===== src/rtl/mem_arbiter.sv =====
// rtl/mem_arbiter.sv - two-port memory arbiter with starvation promotion and buffered console output
module mem_arbiter #(
    parameter int                   WORD_SIZE    = 20,
    parameter logic [WORD_SIZE-1:0] IO_ADDR      = 'h3fff,
    parameter int                   STARVE_LIMIT = 8
) (
    input  logic                 clk,
    input  logic                 reset,
    input  logic                 a_req_i,
    input  logic [WORD_SIZE-1:0] a_addr_i,
    input  logic                 a_write_i,
    input  logic [WORD_SIZE-1:0] a_wdata_i,
    input  logic                 b_req_i,
    input  logic [WORD_SIZE-1:0] b_addr_i,
    input  logic                 b_write_i,
    input  logic [WORD_SIZE-1:0] b_wdata_i,
    output logic                 a_gnt_o,
    output logic                 b_gnt_o,
    output logic                 a_rvalid_o,
    output logic                 b_rvalid_o,
    output logic [WORD_SIZE-1:0] rdata_o,
    output logic [WORD_SIZE-1:0] mem_addr_o,
    output logic [WORD_SIZE-1:0] mem_value_o,
    output logic                 mem_write_o,
    input  logic [WORD_SIZE-1:0] mem_value_i,
    output logic                 console_valid_o,
    output logic [7:0]           console_data_o,
    input  logic                 console_ready_i
);

    localparam logic [7:0] LIMIT = 8'(STARVE_LIMIT);

    typedef enum logic [1:0] {
        OWN_NONE = 2'd0,
        OWN_A    = 2'd1,
        OWN_B    = 2'd2
    } owner_t;

    owner_t     rd_owner;
    logic [7:0] starve_cnt;
    logic       promote_b;
    logic       a_io, b_io;
    logic       cons_stall;
    logic       elig_a, elig_b;

    logic                 sel_gnt;
    logic                 sel_write;
    logic [WORD_SIZE-1:0] sel_addr;
    logic [WORD_SIZE-1:0] sel_wdata;
    logic                 sel_io_wr;

    assign promote_b  = (starve_cnt == LIMIT);
    assign a_io       = a_write_i && (a_addr_i == IO_ADDR);
    assign b_io       = b_write_i && (b_addr_i == IO_ADDR);
    // The buffer can take a new byte when empty or when it drains this same cycle.
    assign cons_stall = console_valid_o && !console_ready_i;
    assign elig_a     = a_req_i && !(a_io && cons_stall);
    assign elig_b     = b_req_i && !(b_io && cons_stall);

    assign a_gnt_o = !reset && elig_a && (!promote_b || !elig_b);
    assign b_gnt_o = !reset && elig_b && (promote_b || !elig_a);

    always_comb begin
        sel_gnt   = 1'b0;
        sel_write = 1'b0;
        sel_addr  = '0;
        sel_wdata = '0;
        if (b_gnt_o) begin
            sel_gnt   = 1'b1;
            sel_write = b_write_i;
            sel_addr  = b_addr_i;
            sel_wdata = b_wdata_i;
        end else if (a_gnt_o) begin
            sel_gnt   = 1'b1;
            sel_write = a_write_i;
            sel_addr  = a_addr_i;
            sel_wdata = a_wdata_i;
        end
    end

    assign sel_io_wr   = sel_gnt && sel_write && (sel_addr == IO_ADDR);
    assign mem_addr_o  = sel_addr;
    assign mem_value_o = sel_write ? sel_wdata : '0;
    assign mem_write_o = sel_gnt && sel_write && !sel_io_wr;

    always_ff @(posedge clk or posedge reset) begin
        if (reset) begin
            starve_cnt <= '0;
        end else if (b_req_i && !b_gnt_o) begin
            if (starve_cnt != LIMIT)
                starve_cnt <= starve_cnt + 8'd1;
        end else begin
            starve_cnt <= '0;
        end
    end

    always_ff @(posedge clk or posedge reset) begin
        if (reset) begin
            rd_owner <= OWN_NONE;
        end else if (a_gnt_o && !a_write_i) begin
            rd_owner <= OWN_A;
        end else if (b_gnt_o && !b_write_i) begin
            rd_owner <= OWN_B;
        end else begin
            rd_owner <= OWN_NONE;
        end
    end

    assign a_rvalid_o = (rd_owner == OWN_A);
    assign b_rvalid_o = (rd_owner == OWN_B);
    assign rdata_o    = mem_value_i;

    // A reload in the drain cycle wins, so the new byte replaces the consumed one.
    always_ff @(posedge clk or posedge reset) begin
        if (reset) begin
            console_valid_o <= 1'b0;
            console_data_o  <= '0;
        end else if (sel_io_wr) begin
            console_valid_o <= 1'b1;
            console_data_o  <= sel_wdata[7:0];
        end else if (console_valid_o && console_ready_i) begin
            console_valid_o <= 1'b0;
        end
    end

endmodule


===== config.mk =====
export PLATFORM = sky130hd
export DESIGN_NAME = mem_arbiter
export DESIGN_NICKNAME = d
export VERILOG_FILES = /design/src/rtl/mem_arbiter.sv
export SDC_FILE = /design/constraint.sdc
export NUM_CORES = 1
export LEC_CHECK = 0
export BUFFER_PORTS_ARGS = -buffer_cell sky130_fd_sc_hd__buf_4
export CELL_PAD_IN_SITES_DETAIL_PLACEMENT = 0
export CELL_PAD_IN_SITES_GLOBAL_PLACEMENT = 1
export CORE_UTILIZATION = 26
export DETAILED_ROUTE_END_ITERATION = 12
export GPL_TIMING_DRIVEN = 0
export PLACE_DENSITY = 0.93
export SLEW_MARGIN = 10
export SYNTH_ARGS = -nofsm -noshare
export SYNTH_HDL_FRONTEND = slang
export SYNTH_SLANG_ARGS = --single-unit

===== constraint.sdc =====
create_clock -name clk -period 5 [get_ports clk]
set_clock_uncertainty 0.05 [all_clocks]
set_input_delay 0.5 -clock clk [delete_from_list [all_inputs] [get_ports clk]]
set_output_delay 0.5 -clock clk [all_outputs]
set_load 0.05 [all_outputs]

==> metrics <==
Synth Warn # 0; Flop pwr share 0.301; fillers 697; area of the multi-input gates 1160 um2; hpwl dp 5.69 mm; TritonCTS Buffers 3; Max-slew headroom 0.491; Area growth, synth to finish 73.1%; unrepaired setup endpoints after global routing false; Reg clk slew, reported paths 0.07 ns; Startpoint Class register; antenna violations before repair 0; Clock power frac 0.202; Setup Fix Bufs, Post-CTS 0; input/output buffers 160; Mapped Cells 220; cell internal pwr 322 uW; Pwr Total 526 uW; Hold WC Path Type in -> async; Critical Path AT 3.32 ns; antenna viol nets, final 0; Cell Area, Synth 1870 um2; Vias 2,342; via/cell ratio 4.88; Worst Path Max Fanout 10; Starting Density 0.272; minimum clock period after layout 3.87 ns; PD cells 163 nW/um2; Netlist cell types 46; post-cts sizing count 0; # setup viols final 0; setup tns final 0 ns; routability cong. 0.818; most frequent cells in the layout 180 x buf_4, 33 x nor2_1, 25 x a22o_1; share of cells above drive strength 1 0.518; most common cell after layout, fill and taps aside buf_4; Post-Syn Nets 329; worst skew pair latency 0.25 ns; Die W 86.8 um; WS Path Type reg -> out; critical path required time 4.45 ns; actual slew at the worst max-slew pin 0.763 ns; # rows 30; Seq/Total Area, Yosys 0.255; ANT cells 0; number of global-route vias before repair 2,237; largest net degree at the start of global routing 21; post-synthesis async set-or-reset flop share 1.00; reg2reg path depth 9; core area 6870 um2; chip height 86.8 um; Starting DRT DRC Count 100; Max Slew Vio Count 0; CTS H-tree depth 1; switching part of the total 0.387; critical path capture point type primary output; Avg Cell Area, Syn 8.49 um2; I/O pins 181; cts hold-fix bufs 0; max-cap violation count 0; CTS tree done; Total GRT Usage 0.174; register area 475 um2; Gate power share 0.497; drt drc 0; Clock Sinks 19; flop and latch count out of synthesis 19; Nets 494; clk buf depth 2; routed wire length per instance 14.1 um; grt ovf 0; die area 7530 um2; P_sw 203 uW; clk root buf clkbuf_8; Leakage 1.63 nW; first-pass GRT wire length 10.4 mm; fmax 0.259 GHz; Peak supply drop 86.9 uV; number of flops mapped to enable cells by yosys 0; Hold Vio Cnt, Final 0; DR pass1 iterations 4; final wirelength 6.78 mm; outcome complete, no violations; Synth Flop Type dfrtp_1; part of the cycle the worst path needs 0.773
[flip-flops by register name (all words and copies together), names as in the netlist]
signal           cells
starve_cnt           8
rd_owner             2
console_valid_o      1
console_data_o       8
[path summary, 6_finish.rpt]
kind                                         from           endpoint  slack (ns)
worst max-delay path                starve_cnt[1]    mem_value_o[16]        1.13
worst min-delay path                        reset  console_data_o[7]        0.36
worst max register to register    console_valid_o  console_data_o[3]        1.78
worst min register to register  console_data_o[0]  console_data_o[0]        0.46
max in group asynchronous                   reset      starve_cnt[3]        4.06
min in group clk                        b_write_i        rd_owner[1]        0.36
[Yosys cell counts, types with 2 or more instances]
| cell type | n | share of area |
|---|---|---|
| mux2_2 | 5 | 0.030 |
| nor2_1 | 33 | 0.066 |
| nor4_1 | 3 | 0.010 |
| a21oi_1 | 3 | 0.0080 |
| nand3b_1 | 2 | 0.0080 |
| and4bb_2 | 2 | 0.013 |
| dfrtp_1 | 19 | 0.25 |
| ha_1 | 2 | 0.013 |
| mux2i_1 | 3 | 0.016 |
| nand4b_1 | 3 | 0.014 |
| xor2_1 | 4 | 0.019 |
| nand3_1 | 7 | 0.019 |
| nor2b_1 | 8 | 0.027 |
| and2_1 | 2 | 0.0067 |
| nor4_4 | 2 | 0.023 |
| nand2_1 | 5 | 0.010 |
| and4b_1 | 2 | 0.011 |
| inv_1 | 9 | 0.018 |
| buf_4 | 20 | 0.080 |
| a22oi_1 | 17 | 0.068 |
| nor3_1 | 2 | 0.0054 |
| a22o_1 | 25 | 0.12 |
| xnor2_1 | 2 | 0.0094 |
| and3_1 | 3 | 0.010 |
| clkbuf_1 | 9 | 0.018 |
| nand4bb_1 | 3 | 0.018 |
| a32o_1 | 2 | 0.011 |
| nand4_1 | 5 | 0.017 |
[layer usage]
| layer | part of all wire | track usage | vias up |
|---|---|---|---|
| met5 | 0 | 0 | - |
| met4 | 0.0012 | 0.0182 | 0 |
| met3 | 0.11 | 0.0429 | 2 |
| met2 | 0.51 | 0.333 | 142 |
| met1 | 0.39 | 0.200 | 1068 |
| li1 | - | - | 1130 |
[power by group through the flow]
| stage | Clock (mW) | Sequential (mW) | Combinational [mW] |
|---|---|---|---|
| floorplan | 0 | 0.161 | 0.152 |
| global placement | 0 | 0.161 | 0.260 |
| detailed placement | 0 | 0.161 | 0.263 |
| CTS | 0.111 | 0.158 | 0.263 |
| global route | 0.119 | 0.159 | 0.278 |
| finish | 0.106 | 0.158 | 0.261 |
[per-stage QoR]
step / worst slack [ns] / area, um2 / std cells / hold WS, ns / util
final: 1.13 / 3230 / 480 / 0.364 / 0.471
after global routing: 0.736 / 3230 / 480 / 0.354 / 0.471
after CTS: 1.01 / 3230 / 480 / 0.359 / 0.471
after detailed placement: 1.02 / 3190 / 476 / 0.432 / 0.464
after global placement: 1.07 / 3190 / 476 / 0.421 / 0.464
after floorplan: 1.26 / 1870 / 220 / 0.409 / -
[cell families (layout without fill, tap and decap cells)]
family | Yosys count | count (layout) | synth area share
adders and majority gates | 2 | 2 | 0.0134
buffers and inverters | 41 | 205 | 0.123
xor gates and xnor gates | 6 | 6 | 0.0281
and+or+nand+nor | 85 | 85 | 0.271
muxes | 9 | 9 | 0.0522
AOI/OAI and AO/OA | 58 | 58 | 0.258
DFF | 19 | 19 | 0.255
[area by class of cell]
type / count / area share
repair buffers: 160 / 0.371
multi-input cells: 160 / 0.359
flip-flops and latches: 19 / 0.147
plain buffers: 31 / 0.0596
well taps: 96 / 0.0371
clock buffers: 4 / 0.0139
inverters: 10 / 0.0116
[critical path, stage by stage, from the launching register on]
cell	delay [ns]
dfrtp_1	0.41
inv_1	0.09
ha_1	0.14
nor2b_1	0.20
a31oi_1	0.15
or3b_4	0.43
a21oi_4	0.25
clkbuf_1	0.41
clkbuf_1	0.50
a22oi_1	0.17
nor2_1	0.12
buf_4	0.21
Power figures use the tool's default switching activity.
